File: src/rtl/fetch_stage_pkg.sv
// pipe_defs: encodings and constants shared by the fetch stage, the D-stage controller and the hazard unit.
package pipe_defs;

  typedef enum logic [1:0] {
    NPC_PC4 = 2'b00,
    NPC_BR  = 2'b01,
    NPC_J   = 2'b10,
    NPC_JR  = 2'b11
  } npc_sel_e;

  typedef enum logic {
    ST_RUN  = 1'b0,
    ST_WAIT = 1'b1
  } fetch_state_e;

  localparam logic [31:0] PC_RESET = 32'h0000_3000;
  localparam logic [31:0] NOP_WORD = 32'h0000_0000;

  // Branch displacement in bytes: sign-extended word offset.
  function automatic logic [31:0] branch_offset(input logic [15:0] imm16);
    return {{14{imm16[15]}}, imm16, 2'b00};
  endfunction

endpackage

File: src/rtl/fetch_stage_if.sv
// Instruction-memory request/response bus between the fetch stage (master) and imem (slave).
interface fetch_stage_if;
  logic        imem_req;
  logic [31:0] imem_addr;
  logic [31:0] imem_rdata;
  logic        imem_ready;

  modport master (
    output imem_req,
    output imem_addr,
    input  imem_rdata,
    input  imem_ready
  );

  modport slave (
    input  imem_req,
    input  imem_addr,
    output imem_rdata,
    output imem_ready
  );
endinterface

File: src/rtl/fetch_stage_npc_unit.sv
// npc_unit: combinational next-PC selection driven by the instruction currently in D.
module npc_unit
  import pipe_defs::*;
(
  input  logic [1:0]  npc_sel,
  input  logic        br_taken,
  input  logic [31:0] pc_f,
  input  logic [31:0] pc_d,
  input  logic [31:0] pc4_d,
  input  logic [31:0] ir_d,
  input  logic [31:0] rs_val_d,
  output logic [31:0] pc_f_plus4,
  output logic [31:0] npc
);

  assign pc_f_plus4 = pc_f + 32'd4;

  always_comb begin
    npc = pc_f_plus4;
    case (npc_sel)
      NPC_BR: begin
        // Targets are relative to the delay slot, i.e. PC_D+4.
        if (br_taken) begin
          npc = pc4_d + branch_offset(ir_d[15:0]);
        end
      end
      NPC_J:   npc = {pc_d[31:28], ir_d[25:0], 2'b00};
      NPC_JR:  npc = rs_val_d;
      default: npc = pc_f_plus4;
    endcase
  end

endmodule

File: src/rtl/fetch_stage.sv
// fetch_stage: PC register, imem fetch FSM and F/D pipeline register.
// Optional macro PC_ALIGN_CHECK_EN forces word-aligned redirects and flags misalignment.
module fetch_stage
  import pipe_defs::*;
#(
  parameter logic [31:0] PC_RESET = pipe_defs::PC_RESET,
  parameter logic [31:0] NOP_WORD = pipe_defs::NOP_WORD
) (
  input  logic        clk,
  input  logic        reset,
  input  logic        stall,
  input  logic [1:0]  npc_sel,
  input  logic        br_taken,
  input  logic [31:0] rs_val_D,
  fetch_stage_if.master imem,
  output logic        fetch_busy,
  output logic [31:0] IR_D,
  output logic [31:0] PC_D,
`ifdef PC_ALIGN_CHECK_EN
  output logic [31:0] PC4_D,
  output logic        misalign_F
`else
  output logic [31:0] PC4_D
`endif
);

  fetch_state_e state_reg;
  logic [31:0]  pc_f_reg;
  logic [31:0]  ir_d_reg;
  logic [31:0]  pc_d_reg;
  logic [31:0]  pc4_d_reg;
  logic [31:0]  hold_reg;
  logic         hold_valid_reg;
  logic         busy_reg;

  logic [31:0]  pc_f_plus4;
  logic [31:0]  npc;
  logic [31:0]  pc_next;
  logic [31:0]  load_word;
  logic         do_load;

  npc_unit u_npc (
    .npc_sel    (npc_sel),
    .br_taken   (br_taken),
    .pc_f       (pc_f_reg),
    .pc_d       (pc_d_reg),
    .pc4_d      (pc4_d_reg),
    .ir_d       (ir_d_reg),
    .rs_val_d   (rs_val_D),
    .pc_f_plus4 (pc_f_plus4),
    .npc        (npc)
  );

  // A word parked during a stalled WAIT completes the next un-stalled load
  // without waiting on imem again.
  always_comb begin
    do_load   = 1'b0;
    load_word = imem.imem_rdata;
    case (state_reg)
      ST_RUN: begin
        if (hold_valid_reg) begin
          do_load   = ~stall;
          load_word = hold_reg;
        end else begin
          do_load = imem.imem_ready & ~stall;
        end
      end
      ST_WAIT: do_load = imem.imem_ready & ~stall;
      default: do_load = 1'b0;
    endcase
  end

`ifdef PC_ALIGN_CHECK_EN
  logic        misalign_reg;
  logic [31:0] badpc_reg;

  assign pc_next    = {npc[31:2], 2'b00};
  assign misalign_F = misalign_reg;

  always_ff @(posedge clk) begin
    if (!reset) begin
      misalign_reg <= 1'b0;
      badpc_reg    <= 32'd0;
    end else if (do_load && npc[1:0] != 2'b00) begin
      misalign_reg <= 1'b1;
      if (!misalign_reg) begin
        badpc_reg <= npc;
      end
    end
  end
`else
  assign pc_next = npc;
`endif

  always_ff @(posedge clk) begin
    if (!reset) begin
      state_reg      <= ST_RUN;
      busy_reg       <= 1'b0;
      hold_valid_reg <= 1'b0;
      hold_reg       <= NOP_WORD;
      pc_f_reg       <= PC_RESET;
      ir_d_reg       <= NOP_WORD;
      pc_d_reg       <= 32'd0;
      pc4_d_reg      <= 32'd0;
    end else begin
      if (do_load) begin
        pc_f_reg  <= pc_next;
        ir_d_reg  <= load_word;
        pc_d_reg  <= pc_f_reg;
        pc4_d_reg <= pc_f_plus4;
      end
      case (state_reg)
        ST_RUN: begin
          if (hold_valid_reg) begin
            if (!stall) begin
              hold_valid_reg <= 1'b0;
            end
          end else if (!imem.imem_ready) begin
            state_reg <= ST_WAIT;
            busy_reg  <= 1'b1;
          end
        end
        ST_WAIT: begin
          if (imem.imem_ready) begin
            state_reg <= ST_RUN;
            busy_reg  <= 1'b0;
            if (stall) begin
              hold_reg       <= imem.imem_rdata;
              hold_valid_reg <= 1'b1;
            end
          end
        end
        default: begin
          state_reg <= ST_RUN;
          busy_reg  <= 1'b0;
        end
      endcase
    end
  end

  // Both states request; the request only drops while reset is asserted.
  assign imem.imem_req  = reset;
  assign imem.imem_addr = pc_f_reg;
  assign fetch_busy     = busy_reg;
  assign IR_D           = ir_d_reg;
  assign PC_D           = pc_d_reg;
  assign PC4_D          = pc4_d_reg;

endmodule

File: src/flat_wrapper.sv
// flat-port wrapper written by rule: the top's interface ports become plain ports
module fetch_stage_flat import pipe_defs::*;
#(
  parameter logic [31:0] PC_RESET = pipe_defs::PC_RESET,
  parameter logic [31:0] NOP_WORD = pipe_defs::NOP_WORD
)
  (clk, reset, stall, npc_sel, br_taken, rs_val_D, fetch_busy, IR_D, PC_D, PC4_D, imem_imem_req, imem_imem_addr, imem_imem_rdata, imem_imem_ready);
  fetch_stage_if imem_i ();
  input  logic clk;
  input  logic reset;
  input  logic stall;
  input  logic [1:0] npc_sel;
  input  logic br_taken;
  input  logic [31:0] rs_val_D;
  output logic fetch_busy;
  output logic [31:0] IR_D;
  output logic [31:0] PC_D;
  output logic [31:0] PC4_D;
  output wire logic [$bits(imem_i.imem_req)-1:0] imem_imem_req;
  output wire logic [$bits(imem_i.imem_addr)-1:0] imem_imem_addr;
  input wire logic [$bits(imem_i.imem_rdata)-1:0] imem_imem_rdata;
  input wire logic [$bits(imem_i.imem_ready)-1:0] imem_imem_ready;
  assign imem_imem_req = imem_i.imem_req;
  assign imem_imem_addr = imem_i.imem_addr;
  assign imem_i.imem_rdata = imem_imem_rdata;
  assign imem_i.imem_ready = imem_imem_ready;
  fetch_stage #(.PC_RESET(PC_RESET), .NOP_WORD(NOP_WORD)) u_core (.clk(clk), .reset(reset), .stall(stall), .npc_sel(npc_sel), .br_taken(br_taken), .rs_val_D(rs_val_D), .imem(imem_i), .fetch_busy(fetch_busy), .IR_D(IR_D), .PC_D(PC_D), .PC4_D(PC4_D));
endmodule
File: config.mk
export PLATFORM = sky130hd
export DESIGN_NAME = fetch_stage_flat
export DESIGN_NICKNAME = d
export VERILOG_FILES = /design/src/rtl/fetch_stage_pkg.sv /design/src/rtl/fetch_stage_if.sv /design/src/rtl/fetch_stage_npc_unit.sv /design/src/rtl/fetch_stage.sv /design/src/flat_wrapper.sv
export SDC_FILE = /design/constraint.sdc
export NUM_CORES = 1
export LEC_CHECK = 0
export BUFFER_PORTS_ARGS = -buffer_cell sky130_fd_sc_hd__clkbuf_2
export CAP_MARGIN = 5
export CORE_MARGIN = 8
export CORE_UTILIZATION = 45
export DETAILED_ROUTE_END_ITERATION = 10
export GPL_TIMING_DRIVEN = 0
export PLACE_DENSITY = 0.68
export SYNTH_ARGS = -nofsm -noshare
export SYNTH_HDL_FRONTEND = slang
export SYNTH_SLANG_ARGS = --single-unit
File: constraint.sdc
create_clock -name clk -period 3.5 [get_ports clk]
set_input_delay 0.175 -clock clk [delete_from_list [all_inputs] [get_ports clk]]
set_output_delay 0.175 -clock clk [all_outputs]
set_load 0.05 [all_outputs]
==> out/metrics.cfg, run 1 <==
[cells_and_area]
drive_gt1_frac = 0.197
syn_to_final_growth_pct = 24.7
fin_cells = 1666
finalNetCount = 1485
diodes = 0

[synthesis]
synth-edff-count = 0
synth-xor-area-share = 0.0424
yosysTopAreaCell = dfxtp_1
synthTopCellsByArea = dfxtp_1 35%, nand2_1 7.6%, a21oi_1 7.0%
synthMuxAreaShare = 0.0694
syn_inst = 1133
synth_nets = 1235
yosysTopAreaCellShare = 0.355
ys_ff_latch = 161
ys.flop_type = dfxtp_1
synthesis.area_um2 = 9080
ys_types = 77
synth_compound_area_frac = 0.242
synth_top_family_by_area = compound AO/OA/AOI/OAI gates
synth_warnings = 0
synth_area_per_cell_um2 = 8.02
ys_seq_area_frac = 0.355
async_flop_share = 0
synthSimpleGateAreaFrac = 0.192
synth_adder_area_share = 0.0435

[critical_path]
path_class = flip-flop to flip-flop
endpoint_kind = flip-flop
cp.required_ns = 3.83
start_kind = flip-flop
worstPathArrival_ns = 3.43
worstPathMaxFanout = 18

[timing]
fin_crit_sh = 0.887
setup_viol = 0
skew_ns = 0.0116
max_freq_ghz = 0.322
slew_violations = 0
hold_viol_final = 0
layout_min_cycle_time_ns = 3.10
worstMarginPinSlew_ns = 0.979
relSlewSlack = 0.347
setup-tns-final_ns = 0
rsz0062_at_grt = false

[floorplanning]
std_cell_rows = 52
die_x_um = 158
die_h_um = 158
dieArea_um2 = 25000
coreArea_um2 = 20000
design.portCount = 201
initial_core_util = 0.453

[clocking]
post_cts_buffers = 0
h-tree-depth = 4
tritoncts = done
cts_buffers = 17
clk_pin_slew_worst_paths_ns = 0.07
cts_sinks = 161
clockBufferDepth = 2
clk_latency_ns = 0.44
root_buffer = clkbuf_16

[placement]
gp_congestion = 0.947
dp.cells = 1602
place_hpwl_mm = 26.7
io_buffers = 199

[routing]
viasPerCell = 5.85
drt_iter0_drc = 836
routed_wl_mm = 34.9
num_vias = 9749
drc = 0
wl_per_cell_um = 21.0
ant_nets = 0
first_pass_iters = 6

[run]
maxCapViolCount = 0

[global_route]
grt_pass1_vias = 9574
grt_pass1_wl_mm = 53.0
antenna_found_initial = 0
gr-total-overflow = 0
grt_max_degree = 19
grt_use_total = 0.277

[run_status]
outcome = finished clean

[pwr]
p_leak_nw = 4.75
power_density_nw_per_um2 = 449
ir_drop_uv = 365

[worst_hold_path]
min_path_type = input pin to flip-flop

==> final timing paths <==
| check | start | endpoint | slack [ns] | cells past startpoint |
|---|---|---|---|---|
| worst max register to register | u_core.IR_D[15] | u_core.imem.imem_addr[31] | 0.40 | 8 |
| worst max-delay path | u_core.IR_D[15] | u_core.imem.imem_addr[31] | 0.40 | 8 |
| worst min-delay path | imem_imem_ready | u_core.fetch_busy | 0.10 | 4 |
| worst min register to register | u_core.hold_reg[29] | u_core.hold_reg[29] | 0.45 | 2 |
==> area by class of cell <==
type | count | area (um^2)
clock buffers | 21 | 470
inverters | 17 | 68.8
multi-input cells | 869 | 5360
flip-flops and latches | 161 | 3220
well taps | 270 | 338
plain buffers | 86 | 437
clock inverters | 11 | 116
repair buffers | 231 | 1320
fillers | 1921 | 8710
==> layout by cell type (no fill, tap or decap), types with 5 or more instances in the layout <==
master and n:
xnor2_1 21, clkbuf_16 17, dfxtp_1 160, a31oi_1 11, clkbuf_1 60, nand3_1 19, nand2_1 185, inv_6 6
mux2_2 8, buf_1 9, inv_1 15, xor2_1 23, o21ai_0 57, a21o_1 8, or3_1 6, o21a_1 9
ha_1 30, buf_6 7, nand4_1 14, nor2_1 99, o211ai_1 10, nor2b_1 7, a211oi_1 64, clkbuf_2 199
mux2i_1 54, o22ai_1 5, a21oi_1 127, and3_1 11, nor3_1 13, o221ai_1 9, dlygate4sd3_1 32, buf_4 5
==> logic make-up after synthesis <==
logic type               Yosys count
AO/OA/AOI/OAI                    346
XOR/XNOR                          44
adder cells (fa/ha/maj)           31
buffers and inverters            103
flip-flops                       161
multiplexers                      62
AND/OR/NAND/NOR                  386
==> power by group <==
group          internal (mW)  switching, mW  total [mW]
clock network           1.05          0.850        1.91
logic                  0.336          0.794        1.13
registers               1.92          0.123        2.05
==> Yosys cell counts, drive strengths merged (3+ instances only) <==
master  count
o32ai       3
nor3       13
o221a       4
a211oi     64
nor4        5
or4         4
or3         6
o22ai       5
and3       11
and2        3
a21o        9
o211ai     10
nand3      20
a221oi      3
and4        4
o21a        9
a311oi      3
inv        17
mux2        8
nand2     186
a21oi     128
a31oi      11
mux2i      54
o21ai      57
dfxtp     161
nor2      100
xor2       23
nor3b       4
nand4      16
buf        25
o31ai       4
nor2b       7
clkbuf     60
ha         30
xnor2      21
o221ai      9
==> metal layers <==
layer | up-vias | global-route usage | wire length, um
li1 | 4594 | - | -
met1 | 4562 | 0.330 | 13600
met2 | 487 | 0.453 | 16200
met3 | 106 | 0.0740 | 3450
met4 | 0 | 0.142 | 1650
met5 | - | 0 | 0
==> what timing repair did <==
| item | in CTS | in global routing |
|---|---|---|
| resized for setup | 0 | 1 |
| endpoints found under the setup margin | 0 | 2 |
| hold buffers | 32 | 0 |
| hold endpoints to repair | 32 | 0 |
==> worst max-delay path: stages, from the launching register on <==
cell,delay (ns)
dfxtp_2,0.67
ha_1,0.35
nand2_1,0.16
nor3_1,0.35
nand4_1,0.20
o21ai_0,0.53
a31oi_1,0.27
xnor2_1,0.19
a32o_2,0.26
==> per-stage QoR <==
stage	utilization	hold WS [ns]	cell area, um^2	power, mW	setup WS, ns
floorplan	-	0.311	9080	2.81	0.579
CTS	0.565	0.0911	11300	5.07	0.0946
finish	0.565	0.103	11300	5.08	0.395
global route	0.565	0.120	11300	5.24	0.275
global placement	0.520	0.413	10400	3.16	0.115
detailed placement	0.520	0.419	10400	3.17	0.124
Note: power is estimated with default switching activity, not from simulation.
==> inputs of run 2 (changes only) <==
--- a/config.mk
+++ b/config.mk
@@ -11,7 +11,7 @@
 export CORE_UTILIZATION = 45
 export DETAILED_ROUTE_END_ITERATION = 10
 export GPL_TIMING_DRIVEN = 0
-export PLACE_DENSITY = 0.68
+export PLACE_DENSITY = 0.71
 export SYNTH_ARGS = -nofsm -noshare
 export SYNTH_HDL_FRONTEND = slang
 export SYNTH_SLANG_ARGS = --single-unit
==> constraint.sdc (replaced) <==
create_clock -name clk -period 2.5 [get_ports clk]
set_input_delay 0.125 -clock clk [delete_from_list [all_inputs] [get_ports clk]]
set_output_delay 0.125 -clock clk [all_outputs]
set_load 0.005 [all_outputs]
==> run 2 against run 1 <==
Effect of this change: die area is the same; first-iteration DRC count grew 11%; wire length grew 2.1%; sequential share of layout area shrank 0.85 points; critical endpoint is now u_core.imem.imem_addr[28]; hold slack lost 0.059 ns; register-to-register slack lost 0.44 ns; critical path depth grew 3; the run now ends with setup timing left; clock power grew 54%; clock skew shrank 0.0033 ns; fmax grew 22%; global-route usage grew 0.26 points; combinational power grew 12%.
==> out/metrics.cfg, run 2 (synthesized netlist as in run 1, its figures left out) <==
[timing]
slew_violations = 0
setup-tns-final_ns = -0.0506
skew_ns = 0.00832
max_freq_ghz = 0.392
setup_viol = 2
hold_viol_final = 0
relSlewSlack = 0.380
fin_hold_ws_ns = 0.0447
setup_ws_ns = -0.0481
rsz0062_at_grt = true
layout_min_cycle_time_ns = 2.55
worstMarginPinSlew_ns = 0.931
fin_crit_sh = 1.02

[cells_and_area]
fin_cells = 1674
diodes = 0
multi_input_area_um2 = 5600
drive_gt1_frac = 0.245
syn_to_final_growth_pct = 29.2
finalNetCount = 1493
layout_commonest_cell = clkbuf_2
fin_util = 0.586
fillerInstances = 1890
regArea_um2 = 3240
final_area_um2 = 11700
final_cell_mix = 207 x clkbuf_2, 182 x nand2_1, 150 x dfxtp_1

[floorplanning]
design.portCount = 201
coreArea_um2 = 20000
initial_core_util = 0.453
dieArea_um2 = 25000
die_h_um = 158
die_x_um = 158
std_cell_rows = 52

[global_route]
grt_pass1_wl_mm = 53.4
antenna_found_initial = 1
grt_pass1_vias = 9525
gr-total-overflow = 0
grt_use_total = 0.280
grt_max_degree = 17

[critical_path]
rrSetupSlack_ns = -0.05
path_class = flip-flop to flip-flop
worstPathArrival_ns = 2.92
crit_path_start = u_core.IR_D[0]
worstPathMaxFanout = 3
cp.required_ns = 2.87
r2r-start = u_core.IR_D[0]
timing.rr.end = u_core.imem.imem_addr[28]
ff2ff_path_depth = 11
endpoint_kind = flip-flop
start_kind = flip-flop

[clocking]
h-tree-depth = 4
clk_latency_ns = 0.44
tritoncts = done
cts_buffers = 17
root_buffer = clkbuf_16
clk_pin_slew_worst_paths_ns = 0.07
clockBufferDepth = 2
cts_sinks = 161

[placement]
place_hpwl_mm = 26.3
place_area_um2 = 10400
io_buffers = 199
gp_congestion = 0.953
dp_slack_ns = -0.455
dp.cells = 1602

[routing]
drt_iter0_drc = 928
viasPerCell = 5.91
first_pass_iters = 6
drc = 0
routed_wl_mm = 35.6
ant_nets = 0
wl_per_cell_um = 21.3
num_vias = 9891

[pwr]
p_leak_nw = 4.88
power_density_nw_per_um2 = 602
ir_drop_uv = 451
total_power_mw = 7.07

[worst_hold_path]
hold_end = u_core.fetch_busy
hp-start = imem_imem_ready
whs_path_depth = 4
min_path_type = input pin to flip-flop

[run]
maxCapViolCount = 0

[run_status]
violations = setup timing
outcome = finished, violations left

==> run 2: cell type report <==
class / count / share of cell area
Multi-Input combinational cell: 869 / 0.478
Sequential cell: 161 / 0.276
Timing Repair Buffer: 243 / 0.120
Buffer: 82 / 0.0368
Clock buffer: 17 / 0.0362
Tap cell: 270 / 0.0288
Clock inverter: 15 / 0.0188
Inverter: 17 / 0.00586
==> run 2: worst max-delay path by stage <==
stage	end	slack [ns]	depth (start not counted)
6_report	u_core.imem.imem_addr[28]	-0.05	11
5_1_grt	u_core.imem.imem_addr[28]	-0.11	11
4_1_cts	u_core.imem.imem_addr[28]	-0.08	11
3_5_place_dp	u_core.imem.imem_addr[31]	-0.45	8
3_3_place_gp	u_core.imem.imem_addr[31]	-0.49	8
2_1_floorplan	u_core.imem.imem_addr[30]	0.11	7
==> run 2: timing repair <==
action | 4_1_cts | 5_1_grt
setup endpoints to repair | 87 | 32
hold endpoints to repair | 32 | 0
cloned | 0 | 0
pin swaps | 13 | 8
buffers inserted | 10 | 2
gates resized for setup | 38 | 42
hold buffers | 32 | 0
==> run 2: power breakdown <==
| part | switching, mW | internal, mW |
|---|---|---|
| logic | 0.755 | 0.506 |
| registers | 0.170 | 2.70 |
| clock network | 1.23 | 1.71 |
==> run 2: routing by layer <==
layer / global-route usage / share of wire
met4: 0.130 / 0.042
met3: 0.0852 / 0.10
met1: 0.332 / 0.39
met5: 0 / 0.00036
met2: 0.456 / 0.47
==> run 2: critical path, cell delays in order, from the launching register on <==
cell and delay (ns):
dfxtp_4 0.35, ha_4 0.16, inv_2 0.06, fa_2 0.22
nor2b_2 0.05, o31a_1 0.29, o21ba_4 0.22, o211ai_1 0.44
buf_4 0.24, nand2_4 0.05, or3_1 0.31, nand4_1 0.10
